--- src/rtl/router_pkg.sv ---
// Shared router definitions: default widths, port FSM states, legal idle-gap range.
package router_pkg;

    localparam int unsigned ADDR_W_DEF = 4;
    localparam int unsigned DATA_W_DEF = 32;

    // Idle gap between frames must stay within what the receiver can resynchronise on.
    localparam int unsigned GAP_MIN = 1;
    localparam int unsigned GAP_MAX = 15;

    // Port FSM states, also decoded by the portin-side debug logic.
    typedef enum logic [2:0] {
        StIdle,
        StAddr,
        StData,
        StLast,
        StGap
    } port_state_e;

    // Saturate an idle-gap setting into the legal range.
    function automatic int unsigned gap_clamp(input int unsigned g);
        if (g < GAP_MIN) return GAP_MIN;
        if (g > GAP_MAX) return GAP_MAX;
        return g;
    endfunction

endpackage

--- src/rtl/portout_holdbuf.sv ---
// Single-entry holding register with valid/ready load side and an unload strobe.
module portout_holdbuf
    import router_pkg::*;
#(
    parameter int unsigned W = ADDR_W_DEF + DATA_W_DEF
) (
    input  logic         clock,
    input  logic         reset,
    input  logic         clear,
    input  logic         load_valid,
    output logic         load_ready,
    input  logic [W-1:0] load_data,
    input  logic         unload,
    output logic         full,
    output logic [W-1:0] data
);

    logic         full_q, full_d;
    logic [W-1:0] data_q, data_d;

    // Next-state: clear wins, then load into an empty slot, then unload.
    always_comb begin
        full_d = full_q;
        data_d = data_q;
        if (clear) begin
            full_d = 1'b0;
        end else if (load_valid && !full_q) begin
            full_d = 1'b1;
            data_d = load_data;
        end else if (unload) begin
            full_d = 1'b0;
        end
    end

    // Entry storage.
    always_ff @(posedge clock or posedge reset) begin
        if (reset) begin
            full_q <= 1'b0;
            data_q <= '0;
        end else begin
            full_q <= full_d;
            data_q <= data_d;
        end
    end

    assign load_ready = !full_q;
    assign full       = full_q;
    assign data       = data_q;

endmodule

--- src/rtl/portout.sv ---
// Router output-port serializer: packet in, frame_n/valid_n/dout serial frame out.
module portout
    import router_pkg::*;
#(
    parameter int unsigned ADDR_W = ADDR_W_DEF,
    parameter int unsigned DATA_W = DATA_W_DEF,
    parameter int unsigned GAP    = 1
) (
    input  logic              clock,
    input  logic              reset,
    input  logic              clear,
    input  logic              in_valid,
    input  logic [ADDR_W-1:0] in_addr,
    input  logic [DATA_W-1:0] in_payload,
    output logic              in_ready,
    output logic              frame_n,
    output logic              valid_n,
    output logic              dout,
    output logic              busy,
    output logic              done
);

    localparam int unsigned PktW   = ADDR_W + DATA_W;
    localparam int unsigned GapCyc = gap_clamp(GAP);
    // Counter must also reach the largest legal gap.
    localparam int unsigned CntW   = ($clog2(DATA_W) > 4) ? $clog2(DATA_W) : 4;

    localparam logic [CntW-1:0] AddrLast = CntW'(ADDR_W - 1);
    localparam logic [CntW-1:0] DataLast = CntW'(DATA_W - 2);
    localparam logic [CntW-1:0] GapLast  = CntW'(GapCyc - 1);

    port_state_e       state_q, state_d;
    logic [CntW-1:0]   cnt_q, cnt_d;
    logic [ADDR_W-1:0] addr_sh_q, addr_sh_d;
    logic [DATA_W-1:0] data_sh_q, data_sh_d;
    logic              frame_n_q, frame_n_d;
    logic              valid_n_q, valid_n_d;
    logic              dout_q, dout_d;
    logic              done_q, done_d;
    logic              busy_q, busy_d;

    logic              launch;
    logic              buf_full;
    logic [PktW-1:0]   buf_data;

    portout_holdbuf #(
        .W (PktW)
    ) u_holdbuf (
        .clock      (clock),
        .reset      (reset),
        .clear      (clear),
        .load_valid (in_valid),
        .load_ready (in_ready),
        .load_data  ({in_addr, in_payload}),
        .unload     (launch),
        .full       (buf_full),
        .data       (buf_data)
    );

    // Next-state, shift and launch decisions; outputs are decoded from the next state so
    // every serial pin comes straight from a flop.
    always_comb begin
        state_d   = state_q;
        cnt_d     = cnt_q;
        addr_sh_d = addr_sh_q;
        data_sh_d = data_sh_q;
        launch    = 1'b0;

        if (clear) begin
            state_d = StIdle;
            cnt_d   = '0;
        end else begin
            case (state_q)
                StIdle: begin
                    if (buf_full) launch = 1'b1;
                end
                StAddr: begin
                    addr_sh_d = addr_sh_q >> 1;
                    if (cnt_q == AddrLast) begin
                        state_d = StData;
                        cnt_d   = '0;
                    end else begin
                        cnt_d = cnt_q + CntW'(1);
                    end
                end
                StData: begin
                    data_sh_d = data_sh_q >> 1;
                    if (cnt_q == DataLast) begin
                        state_d = StLast;
                        cnt_d   = '0;
                    end else begin
                        cnt_d = cnt_q + CntW'(1);
                    end
                end
                StLast: begin
                    state_d = StGap;
                    cnt_d   = '0;
                end
                StGap: begin
                    if (cnt_q == GapLast) begin
                        // A queued packet starts right after the gap without an idle cycle.
                        if (buf_full) launch = 1'b1;
                        else          state_d = StIdle;
                    end else begin
                        cnt_d = cnt_q + CntW'(1);
                    end
                end
                default: begin
                    state_d = StIdle;
                    cnt_d   = '0;
                end
            endcase
        end

        if (launch) begin
            state_d                = StAddr;
            cnt_d                  = '0;
            {addr_sh_d, data_sh_d} = buf_data;
        end

        frame_n_d = !(state_d == StAddr || state_d == StData);
        valid_n_d = !(state_d == StData || state_d == StLast);
        done_d    = (state_d == StLast);
        busy_d    = (state_d != StIdle);
        if (state_d == StAddr) begin
            dout_d = addr_sh_d[0];
        end else if (state_d == StData || state_d == StLast) begin
            dout_d = data_sh_d[0];
        end else begin
            dout_d = 1'b0;
        end
    end

    // State, counter, shift registers and registered serial outputs.
    always_ff @(posedge clock or posedge reset) begin
        if (reset) begin
            state_q   <= StIdle;
            cnt_q     <= '0;
            addr_sh_q <= '0;
            data_sh_q <= '0;
            frame_n_q <= 1'b1;
            valid_n_q <= 1'b1;
            dout_q    <= 1'b0;
            done_q    <= 1'b0;
            busy_q    <= 1'b0;
        end else begin
            state_q   <= state_d;
            cnt_q     <= cnt_d;
            addr_sh_q <= addr_sh_d;
            data_sh_q <= data_sh_d;
            frame_n_q <= frame_n_d;
            valid_n_q <= valid_n_d;
            dout_q    <= dout_d;
            done_q    <= done_d;
            busy_q    <= busy_d;
        end
    end

    assign frame_n = frame_n_q;
    assign valid_n = valid_n_q;
    assign dout    = dout_q;
    assign done    = done_q;
    assign busy    = busy_q;

endmodule

--- config.mk ---
export PLATFORM = sky130hd
export DESIGN_NAME = portout
export DESIGN_NICKNAME = d
export VERILOG_FILES = /design/src/rtl/router_pkg.sv /design/src/rtl/portout_holdbuf.sv /design/src/rtl/portout.sv
export SDC_FILE = /design/constraint.sdc
export NUM_CORES = 1
export LEC_CHECK = 0
export CORE_UTILIZATION = 60
export CTS_CLUSTER_DIAMETER = 40
export DETAILED_ROUTE_END_ITERATION = 6
export GPL_TIMING_DRIVEN = 0
export PLACE_DENSITY = 0.95
export SLEW_MARGIN = 10
export SYNTH_ARGS = -nofsm -noshare
export SYNTH_HDL_FRONTEND = slang
export SYNTH_HIERARCHICAL = 1
export SYNTH_SLANG_ARGS = --single-unit
--- constraint.sdc ---
create_clock -name clock -period 5.4 [get_ports clock]
set_input_delay 1.08 -clock clock [delete_from_list [all_inputs] [get_ports clock]]
set_output_delay 1.08 -clock clock [all_outputs]
set_load 0.1 [all_outputs]
==> summary.md, run 1 <==
| Metric | Value |
|---|---|
| Result of the run | complete, no violations |
| Number of enable flip-flop cells after synthesis | 0 |
| Number of gates given a new drive strength after cts | 0 |
| Width of the chip | around 82 um |
| Critical path launch point | clear |
| Die area | approximately 6700 sq um |
| Hold Violations, Final | 0 |
| Reg-to-reg slack, setup | between 2000 and 3000 ps |
| Total Power Consumption | 1.633 mW |
| RR Startpoint | cnt_q[0] |
| Cell Rows | 28 |
| Count of yosys warnings during synthesis | 6 |
| Max-slew violation count | 0 |
| Cts-stage hold buffer count | 0 |
| Most frequent cells in the layout | sky130_fd_sc_hd__dfrtp_1 (84), sky130_fd_sc_hd__clkdlybuf4s50_1 (45), sky130_fd_sc_hd__a22o_1 (32), sky130_fd_sc_hd__a21o_1 (32), sky130_fd_sc_hd__mux2_4 (30) |
| # Max-Cap Violations | 0 |
| Later-pin clock latency in the skew report | around 360 ps |
| Filler instances | around 380 |
| Clock network power share | 0.276 |
| Min cycle time layout | 3210 ps |
| Initial core utilization | 0.6346 |
| Internal | 1.191 mW |
| Seq cells post-synth | 86 |
| Fraction of final layout cells sized beyond drive strength 1 | 0.2160 |
| Wirelength per Cell | between 15 and 20 um |
| Share of async-settable or async-resettable flops after synthesis | 1.000 |
| Iteration count of the initial detailed-routing pass | 4 |
| P per Cell Area | 356.2 nW/um^2 |
| CP Class | in2reg |
| Gr ovfl total | 0 |
| First-pass GRT wire length | approximately 13 mm |
| Net count of the mapped netlist | 320 |
| Top Ports | 46 |
| Leak | about 2.2 nW |
| Vertical die dimension | 81.83 um |
| Post-synthesis instance total | 277 |
| Unrepaired setup endpoints after global routing | no |
| Sw Pwr | 0.4425 mW |
| Data required time at the worst endpoint | 5670 ps |
| Clock tree from TritonCTS | built |
| Clk buf depth | 2 |
| CP Capture Type | flip-flop |
| Number of H-tree levels | 3 |
| Startpoint class of the critical path | input port |
| Largest net degree at the start of global routing | 38 |
| Clock slew at the register clock pins of the worst setup and hold paths | 80 ps |
| Hold WC Path Type | reg2reg |
| Maximum vdd drop | 237.0 uV |
| Detailed placement HPWL | 5.114 mm |
| Fraction of power consumed by combinational cells | 0.189 |
| All-layer global routing usage | 0.2608 |
| Number of vias per cell | 5.952 |
| Nets | 377 |
| Count of routing violations after the opening detailed-route iteration | 128 |
| Relative slew slack | 0.2668 |
| Clock tree root buffer cell | sky130_fd_sc_hd__clkbuf_8 |
| Final setup viols | 0 |
| Cts bufs inserted | 9 |
| Core box area | around 6000 sq um |
| Remaining number of nets flagged by the antenna check after routing | 0 |
| Distinct cell type count after synthesis | 43 |
| Via count of the first global-routing pass | about 2600 |
| Max FO, Critical Path | 9 |
| Sw Share | 0.2709 |
| N_diodes | 0 |
| Relative contribution of sequential cells to total power | 0.535 |
| Final setup TNS | 0 ps |
| Most used flip-flop cell after synthesis | sky130_fd_sc_hd__dfrtp_1 |
| Setup skew after layout | 9.080 ps |
| Origin of the worst min-delay path | data_sh_q[3] |
| Register area share after synthesis | 0.5635 |
| Global placement routability congestion | 0.7799 |
| Crit share post-route | 0.5944 |
| Achievable Freq | between 0.3 and 0.4 GHz |
| Buffers added on ports | 45 |
| Syn avg cell area | 13.80 sq um |
| Reg-to-reg endpoint | dout |
| Path depth of the worst reg2reg path | 7 |
| Vias after detailed routing | 2458 |
| Clock sink count | 86 |
| Post-CTS setup repair buffer count | 0 |
| Growth of design area from synthesis to finish | 19.93% |
| Number of antenna violations at the first check in global routing | 0 |
| Critical path destination | dout |
| Slew at the pin closest to its max-slew limit | between 1000 and 1500 ps |
| Most common cell after layout, fill and taps aside | sky130_fd_sc_hd__dfrtp_1 |
| Area occupied by multi-input gates | 1496 sq um |
| Final Routed Wirelength | 7.622 mm |
| Post-detailed-route DRC marker count | 0 |
| Worst EP arrival | 3480 ps |
| Synth Cell Area | 3824 sq um |
| Area taken by flip-flops and latches | ~2200 sq um |
==> cells by family (layout without fill, tap and decap cells) <==
logic type,after synthesis,after routing,synth area share
xor+xnor,3,3,0.006873
simple gates,34,34,0.05563
fa+ha+maj,3,3,0.009818
buf+inv,29,90,0.04516
flops,86,86,0.5635
compound gates,82,82,0.1724
mux,40,40,0.1466
==> stage by stage <==
stage	area, sq um	hold slack (ps)	util	setup slack [ps]	cells
after floorplan	3824	448.9	-	2777	277
after global placement	4368	459.0	0.7249	1965	397
after detailed placement	4388	466.2	0.7282	1888	398
after CTS	4586	485.6	0.7610	2248	413
after global routing	4586	490.5	0.7610	2011	413
final	4586	483.3	0.7610	2190	413
==> worst min-delay path by stage <==
stage	endpoint	depth (start not counted)	slack, ps
after floorplan	addr_sh_q[1]	1	450
after global placement	data_sh_q[25]	1	460
after detailed placement	data_sh_q[12]	1	470
after CTS	data_sh_q[3]	1	490
after global routing	data_sh_q[3]	1	490
final	data_sh_q[3]	1	480
==> sequential cells by signal, summed over array words and instances (netlist names) <==
signal	cells
busy	1
cnt_q	5
dout	1
u_holdbuf/full	1
valid_n	1
frame_n	1
data_sh_q	32
u_holdbuf/data	36
done	1
addr_sh_q	4
state_q	3
==> worst max-delay path, cell delays in order <==
cell	delay [ps]
sky130_fd_sc_hd__clkdlybuf4s50_1	460
sky130_fd_sc_hd__clkbuf_1	280
sky130_fd_sc_hd__nor4b_1	990
sky130_fd_sc_hd__mux2i_1	160
sky130_fd_sc_hd__mux2_1	350
sky130_fd_sc_hd__o22ai_1	150
==> synth_stat cells (3+ instances only) <==
| library cell | instances | area (sq um) |
|---|---|---|
| sky130_fd_sc_hd__ha_1 | 3 | 37.54 |
| sky130_fd_sc_hd__nor2_1 | 6 | 22.52 |
| sky130_fd_sc_hd__nand3_1 | 3 | 15.01 |
| sky130_fd_sc_hd__o21ai_0 | 8 | 40.04 |
| sky130_fd_sc_hd__buf_12 | 3 | 60.06 |
| sky130_fd_sc_hd__mux2_2 | 7 | 78.83 |
| sky130_fd_sc_hd__clkbuf_1 | 8 | 30.03 |
| sky130_fd_sc_hd__a22o_1 | 32 | 280.3 |
| sky130_fd_sc_hd__inv_1 | 13 | 48.80 |
| sky130_fd_sc_hd__nand2_1 | 7 | 26.28 |
| sky130_fd_sc_hd__dfrtp_1 | 84 | 2102 |
| sky130_fd_sc_hd__buf_2 | 3 | 15.01 |
| sky130_fd_sc_hd__mux2_4 | 30 | 450.4 |
| sky130_fd_sc_hd__a21o_1 | 32 | 240.2 |
==> layer usage <==
metal  wire length [um]  part of all wire  global-route usage  vias to the layer above
li1                   -                 -                   -                     1124
met1               3306              0.43              0.3441                     1254
met2               3837              0.50              0.4116                       64
met3                301             0.039             0.05444                       16
met4                177             0.023              0.1263                        0
met5                  0                 0                   0                        -
==> power groups by stage <==
stage	logic (mW)	clock network, mW	registers (mW)
detailed placement	0.307	0	0.882
global placement	0.288	0	0.872
global route	0.332	0.488	0.888
CTS	0.311	0.456	0.873
finish	0.308	0.451	0.874
floorplan	0.212	0	0.873
==> layout make-up <==
cell class / instances / share of cell area
clock buffer: 10 / 0.03001
multi-input combinational: 162 / 0.3263
clock inverter: 5 / 0.01310
buffer: 16 / 0.02701
tap: 75 / 0.02046
inverter: 13 / 0.01064
sequential: 86 / 0.4699
timing repair buffer: 46 / 0.1026
No activity file was read; power rests on OpenSTA's default activity.
==> inputs of run 2 (changes only) <==
--- a/config.mk
+++ b/config.mk
@@ -5,11 +5,11 @@
 export SDC_FILE = /design/constraint.sdc
 export NUM_CORES = 1
 export LEC_CHECK = 0
-export CORE_UTILIZATION = 60
+export CORE_UTILIZATION = 55
 export CTS_CLUSTER_DIAMETER = 40
 export DETAILED_ROUTE_END_ITERATION = 6
 export GPL_TIMING_DRIVEN = 0
-export PLACE_DENSITY = 0.95
+export PLACE_DENSITY = 0.91
 export SLEW_MARGIN = 10
 export SYNTH_ARGS = -nofsm -noshare
 export SYNTH_HDL_FRONTEND = slang
==> constraint.sdc (replaced) <==
create_clock -name clock -period 3.3 [get_ports clock]
set_input_delay 0.66 -clock clock [delete_from_list [all_inputs] [get_ports clock]]
set_output_delay 0.66 -clock clock [all_outputs]
set_load 0.1 [all_outputs]
==> summary.md, run 2 (synthesized netlist as in run 1, its figures left out) <==
| Metric | Value |
|---|---|
| CP Capture Type | flip-flop |
| Gr ovfl total | 0 (unchanged) |
| Sw Pwr | 0.7114 mW (+61%) |
| Reg-to-reg slack, setup | 680 ps (-2040 ps) |
| Worst slack, placed | 267.5 ps (-1621 ps) |
| Clock sink count | 86 (unchanged) |
| Most common cell after layout, fill and taps aside | sky130_fd_sc_hd__dfrtp_1 |
| Cells along the critical path | clkdlybuf4s50_1 > clkbuf_1 > nor4b_2 > clkbuf_1 > a22o_1 > a21o_1 |
| Sw Share | 0.2597 (-0.01122) |
| Fraction of power consumed by combinational cells | 0.182 (-0.007) |
| Largest net degree at the start of global routing | 38 (unchanged) |
| Clock slew at the register clock pins of the worst setup and hold paths | 80 ps (about the same) |
| Growth of design area from synthesis to finish | 20.78% |
| Vias after detailed routing | 2482 (+0.98%) |
| Setup skew after layout | 6.977 ps (-2.103 ps) |
| Number of vias per cell | 5.924 (-0.47%) |
| Width of the chip | 85.38 um (+4.3%) |
| Maximum vdd drop | 293.9 uV (+24%) |
| Largest register FFs | 36 (unchanged) |
| Top Ports | 46 (unchanged) |
| Clk buf depth | 2 (unchanged) |
| Final setup viols | 0 (unchanged) |
| CP max stage cell | sky130_fd_sc_hd__nor4b_2 |
| Initial core utilization | 0.5659 (-0.06863) |
| All-layer global routing usage | 0.2255 (-0.03531) |
| Cts-stage hold buffer count | 0 (unchanged) |
| Worst EP arrival | 2990 ps (-490 ps) |
| Post-detailed-route DRC marker count | 4 (+4) |
| Count of routing violations after the opening detailed-route iteration | 110 (-14%) |
| Violated checks | DRC |
| Most frequent cells in the layout | sky130_fd_sc_hd__dfrtp_1 (84), sky130_fd_sc_hd__clkdlybuf4s50_1 (45), sky130_fd_sc_hd__a22o_1 (32), sky130_fd_sc_hd__a21o_1 (32), sky130_fd_sc_hd__mux2_4 (30) |
| Later-pin clock latency in the skew report | 350 ps (about the same) |
| Clock tree from TritonCTS | built |
| First-pass GRT wire length | 12.49 mm (-0.82%) |
| Startpoint class of the critical path | input port |
| Vertical die dimension | 85.38 um (+4.3%) |
| N_diodes | 0 (unchanged) |
| Clock tree root buffer cell | sky130_fd_sc_hd__clkbuf_8 |
| Relative slew slack | 0.3251 (+0.05834) |
| Core box area | 6756 sq um (+12%) |
| Slowest stage delay, CP | 840 ps (-150 ps) |
| Leak | 2.232 nW (+0.16%) |
| Hold WC Path Type | reg2reg |
| CP dominant cell by count | sky130_fd_sc_hd__clkbuf_1 |
| # Max-Cap Violations | 0 (unchanged) |
| Remaining number of nets flagged by the antenna check after routing | 0 (unchanged) |
| CP Class | in2reg |
| Hold slack final | 485.2 ps (+1.859 ps) |
| Slew at the pin closest to its max-slew limit | 998.3 ps (-86.30 ps) |
| Cell depth of the worst hold path | 1 (unchanged) |
| Clock network power share | 0.297 (+0.021) |
| Max FO, Critical Path | 10 (+1) |
| Relative contribution of sequential cells to total power | 0.521 (-0.014) |
| Origin of the worst min-delay path | data_sh_q[27] |
| Number of H-tree levels | 3 (unchanged) |
| Via count of the first global-routing pass | 2559 (+0.31%) |
| Wirelength per Cell | 17.50 um (-5.2%) |
| Unrepaired setup endpoints after global routing | no |
| Global placement routability congestion | 0.7832 (+0.42%) |
| Max-slew violation count | 0 (unchanged) |
| Fraction of final layout cells sized beyond drive strength 1 | 0.2153 (-0.0006371) |
| Number of gates given a new drive strength after cts | 0 (unchanged) |
| Iteration count of the initial detailed-routing pass | 7 (+3) |
| Achievable Freq | 0.3701 GHz |
| Final Routed Wirelength | 7.331 mm (-3.8%) |
| Detailed placement HPWL | 5.051 mm (-1.2%) |
| Setup slack of the critical path after layout | 598.2 ps (-1592 ps) |
| Path depth of the worst reg2reg path | 7 (unchanged) |
| Internal | 2.028 mW (+70%) |
| Buffers added on ports | 45 (unchanged) |
| Data required time at the worst endpoint | 3590 ps (-2080 ps) |
| Nets | 377 (unchanged) |
| Crit share post-route | 0.8187 |
| Cts bufs inserted | 9 (unchanged) |
| Filler instances | 460 (+22%) |
| Min cycle time layout | 2702 ps |
| Cell Rows | 30 (+7.1%) |
| P per Cell Area | 593.1 nW/um^2 (+67%) |
| Hold Violations, Final | 0 (unchanged) |
| Die area | 7290 sq um (+8.9%) |
| Result of the run | finished with violations |
| Post-CTS setup repair buffer count | 0 (unchanged) |
| Number of antenna violations at the first check in global routing | 0 (unchanged) |
| Worst Hold Endpoint | data_sh_q[27] |
| Final setup TNS | 0 ps (unchanged) |
| RR Startpoint | cnt_q[0] |
| Reg-to-reg endpoint | dout |
## run 2: cell count changes in the layout (fill, tap and decap cells not counted)
cell	change
sky130_fd_sc_hd__clkinv_2	-1
sky130_fd_sc_hd__clkinvlp_4	+2
sky130_fd_sc_hd__clkbuf_1	+1
sky130_fd_sc_hd__clkinv_4	-2
sky130_fd_sc_hd__bufinv_16	+1
## run 2: how the worst max path moves through the flow
stage	end	startpoint	slack, ps
floorplan	dout	cnt_q[0]	1000
global placement	dout	clear	310
detailed placement	dout	clear	270
CTS	in_ready	u_holdbuf/full	620
global route	data_sh_q[6]	clear	470
finish	data_sh_q[5]	clear	600
## run 2: final cells by class
type                            instances  area [sq um]  area share
Clock buffer                           11         141.4     0.03062
Sequential cell                        86          2155      0.4665
Tap cell                               80         100.1     0.02167
Clock inverter                          5         82.58     0.01788
Timing Repair Buffer                   46         470.5      0.1019
Inverter                               13         48.80     0.01057
Buffer                                 16         123.9     0.02682
Multi-Input combinational cell        162          1496      0.3240
## run 2: metrics by stage
stage / util / area [sq um] / instances / total power [mW]
after CTS: 0.6835 / 4618 / 419 / 2.751
after detailed placement: 0.6504 / 4394 / 403 / 1.939
after global placement: 0.6474 / 4374 / 402 / 1.899
after floorplan: - / 3824 / 277 / 1.776
final: 0.6835 / 4618 / 419 / 2.739
after global routing: 0.6835 / 4618 / 419 / 2.860
## run 2: power by group through the flow
stage	combinational, mW	sequential, mW	clock (mW)
4_1_cts	0.502	1.43	0.824
3_5_place_dp	0.497	1.44	0
2_1_floorplan	0.347	1.43	0
3_3_place_gp	0.470	1.43	0
5_1_grt	0.535	1.45	0.875
6_report	0.498	1.43	0.814
## run 2: worst max-delay path: cells and delay by family
kind,cells,cell delay [ps]
AO/OA/AOI/OAI,2,310
buffers and inverters,3,1170
AND/OR/NAND/NOR,1,840
## run 2: layer usage
| metal | wire length, um | vias to the layer above | GRT usage |
|---|---|---|---|
| met1 | 3231 | 1275 | 0.3053 |
| met4 | 96 | 0 | 0.07121 |
| li1 | - | 1116 | - |
| met5 | 0 | - | 0 |
| met3 | 297 | 13 | 0.05350 |
| met2 | 3706 | 78 | 0.3644 |
==> inputs of run 3 (changes only) <==
==> constraint.sdc (replaced) <==
create_clock -name clock -period 2.7 [get_ports clock]
set_input_delay 0.54 -clock clock [delete_from_list [all_inputs] [get_ports clock]]
set_output_delay 0.54 -clock clock [all_outputs]
set_load 0.1 [all_outputs]
==> summary.md, run 3 (synthesized netlist as in run 1, its figures left out) <==
| Metric | Value |
|---|---|
| Cts-stage hold buffer count | 0 (unchanged) |
| Unrepaired setup endpoints after global routing | yes |
| Min cycle time layout | 2570 ps |
| Count of routing violations after the opening detailed-route iteration | 122 (+11%) |
| Number of antenna violations at the first check in global routing | 0 (unchanged) |
| Largest register FFs | 36 (unchanged) |
| Top Ports | 46 (unchanged) |
| Maximum vdd drop | 360.5 uV (+23%) |
| P per Cell Area | 724.3 nW/um^2 (+22%) |
| Fraction of power consumed by combinational cells | 0.182 (about the same) |
| Later-pin clock latency in the skew report | 350 ps (about the same) |
| Setup skew after layout | 8.589 ps (+1.612 ps) |
| Max-slew violation count | 0 (unchanged) |
| CP dominant cell by count | sky130_fd_sc_hd__clkbuf_1 |
| Slowest stage delay, CP | 840 ps (about the same) |
| CP Class | in2reg |
| Buffers & Inverters on Critical Path | 3 (unchanged) |
| Crit share post-route | 0.9518 |
| N_diodes | 0 (unchanged) |
| Critical path's top delay family | buffers and inverters |
| Slew at the pin closest to its max-slew limit | 998.0 ps (-0.2872 ps) |
| Core box area | 6756 sq um (unchanged) |
| Hold WC Path Type | reg2reg |
| Number of gates given a new drive strength after cts | 0 (unchanged) |
| Vertical die dimension | 85.38 um (unchanged) |
| Clock slew at the register clock pins of the worst setup and hold paths | 80 ps (about the same) |
| Via count of the first global-routing pass | 2559 (unchanged) |
| Hold Violations, Final | 0 (unchanged) |
| Count of non-filler cells in the finished layout | 420 (+0.24%) |
| Number of H-tree levels | 3 (unchanged) |
| Growth of design area from synthesis to finish | 20.98% |
| CP max stage cell | sky130_fd_sc_hd__nor4b_2 |
| Cells along the critical path | clkdlybuf4s50_1 > clkbuf_1 > nor4b_2 > clkbuf_1 > a22o_1 > a21o_1 |
| Worst slack, placed | -212.5 ps (-480.0 ps) |
| Cell Rows | 30 (unchanged) |
| Sw Share | 0.2599 (about the same) |
| Worst EP arrival | 2860 ps (-130 ps) |
| Die area | 7290 sq um (unchanged) |
| Gr ovfl total | 0 (unchanged) |
| Largest net degree at the start of global routing | 38 (unchanged) |
| Setup slack of the critical path after layout | 130.2 ps (-468.0 ps) |
| CP Capture Type | flip-flop |
| Remaining number of nets flagged by the antenna check after routing | 0 (unchanged) |
| Sw Pwr | 0.8707 mW (+22%) |
| Relative slew slack | 0.3253 (about the same) |
| Internal | 2.480 mW (+22%) |
| Startpoint class of the critical path | input port |
| Relative contribution of sequential cells to total power | 0.521 (about the same) |
| Iteration count of the initial detailed-routing pass | 5 (-2) |
| Initial core utilization | 0.5659 (unchanged) |
| Final Routed Wirelength | 7.388 mm (+0.78%) |
| Leak | 2.237 nW (+0.24%) |
| Fraction of final layout cells sized beyond drive strength 1 | 0.2176 (+0.002308) |
| Wirelength per Cell | 17.59 um (+0.54%) |
| Clock network power share | 0.297 (about the same) |
| Clock sink count | 86 (unchanged) |
| End-of-flow core utilization | 0.6846 (+0.001111) |
| Clk buf depth | 2 (unchanged) |
| Max FO, Critical Path | 10 (unchanged) |
| Number of placed cells counting well taps | 403 (unchanged) |
| Result of the run | complete, no violations |
| First-pass GRT wire length | 12.49 mm (unchanged) |
| Nets | 378 (+0.27%) |
| All-layer global routing usage | 0.2255 (unchanged) |
| Global placement routability congestion | 0.7832 (unchanged) |
| Number of vias per cell | 5.881 (-0.72%) |
| Vias after detailed routing | 2470 (-0.48%) |
| Data required time at the worst endpoint | 2990 ps (-600 ps) |
| Width of the chip | 85.38 um (unchanged) |
| Most frequent cells in the layout | sky130_fd_sc_hd__dfrtp_1 (84), sky130_fd_sc_hd__clkdlybuf4s50_1 (45), sky130_fd_sc_hd__a22o_1 (32), sky130_fd_sc_hd__a21o_1 (32), sky130_fd_sc_hd__mux2_4 (30) |
| Cts bufs inserted | 9 (unchanged) |
| Clock tree root buffer cell | sky130_fd_sc_hd__clkbuf_8 |
| Achievable Freq | 0.3891 GHz |
| Final setup viols | 0 (unchanged) |
| # Max-Cap Violations | 0 (unchanged) |
| Post-detailed-route DRC marker count | 0 (-4) |
| Detailed placement HPWL | 5.051 mm (unchanged) |
| Clock tree from TritonCTS | built |
| Most common cell after layout, fill and taps aside | sky130_fd_sc_hd__dfrtp_1 |
| Buffers added on ports | 45 (unchanged) |
==> run 3: worst register-to-register path, stage by stage, from the launching register on <==
cell and delay [ps]:
sky130_fd_sc_hd__dfrtp_1 430, sky130_fd_sc_hd__inv_1 100, sky130_fd_sc_hd__ha_1 140, sky130_fd_sc_hd__or4b_4 500
sky130_fd_sc_hd__a2111oi_4 470, sky130_fd_sc_hd__buf_4 260, sky130_fd_sc_hd__mux2_1 370, sky130_fd_sc_hd__o22ai_1 130
==> run 3: metal layers <==
layer	vias up	global-route usage	part of all wire
li1	1120	-	-
met1	1260	0.3053	0.43
met2	80	0.3644	0.51
met3	10	0.05350	0.050
met4	0	0.07121	0.012
met5	-	0	0
==> run 3: final timing paths <==
| path | startpoint | endpoint | slack (ps) | cells past startpoint |
|---|---|---|---|---|
| setup / recovery | clear | data_sh_q[7] | 130 | 6 |
| hold / removal | data_sh_q[17] | data_sh_q[17] | 480 | 1 |
| setup reg to reg | cnt_q[0] | dout | 200 | 7 |
| hold reg to reg | data_sh_q[17] | data_sh_q[17] | 480 | 1 |
| max in group asynchronous | reset | u_holdbuf/data[4] | 1460 | 2 |
| min in group asynchronous | reset | data_sh_q[14] | 590 | 2 |
==> run 3: layout make-up <==
| cell class | count | area (sq um) |
|---|---|---|
| fill | 456 | 2131 |
| multi-input combinational | 162 | 1496 |
| clock inverter | 5 | 82.58 |
| timing repair buffer | 47 | 478.0 |
| buffer | 16 | 123.9 |
| sequential | 86 | 2155 |
| tap | 80 | 100.1 |
| clock buffer | 11 | 141.4 |
| inverter | 13 | 48.80 |
==> run 3: power groups by stage <==
stage          Combinational (mW)  Clock [mW]  Sequential (mW)
3_3_place_gp                0.575           0             1.75
5_1_grt                     0.656        1.07             1.77
4_1_cts                     0.613        1.01             1.74
2_1_floorplan               0.424           0             1.75
3_5_place_dp                0.608           0             1.76
6_report                    0.610       0.996             1.74
==> run 3: metrics by stage <==
step                total power [mW]  setup TNS (ps)  cell area [sq um]  hold slack, ps
floorplan                      2.170               0               3824           448.9
global placement               2.321           -2580               4374           458.6
detailed placement             2.370           -5259               4394           465.8
CTS                            3.363               0               4618           485.5
global route                   3.498          -43.11               4626           500.9
finish                         3.350               0               4626           484.0
==> run 3: timing repair <==
item | 4_1_cts | 5_1_grt
buffers inserted | 0 | 1
hold endpoints to repair | 0 | 0
setup endpoints to repair | 0 | 20
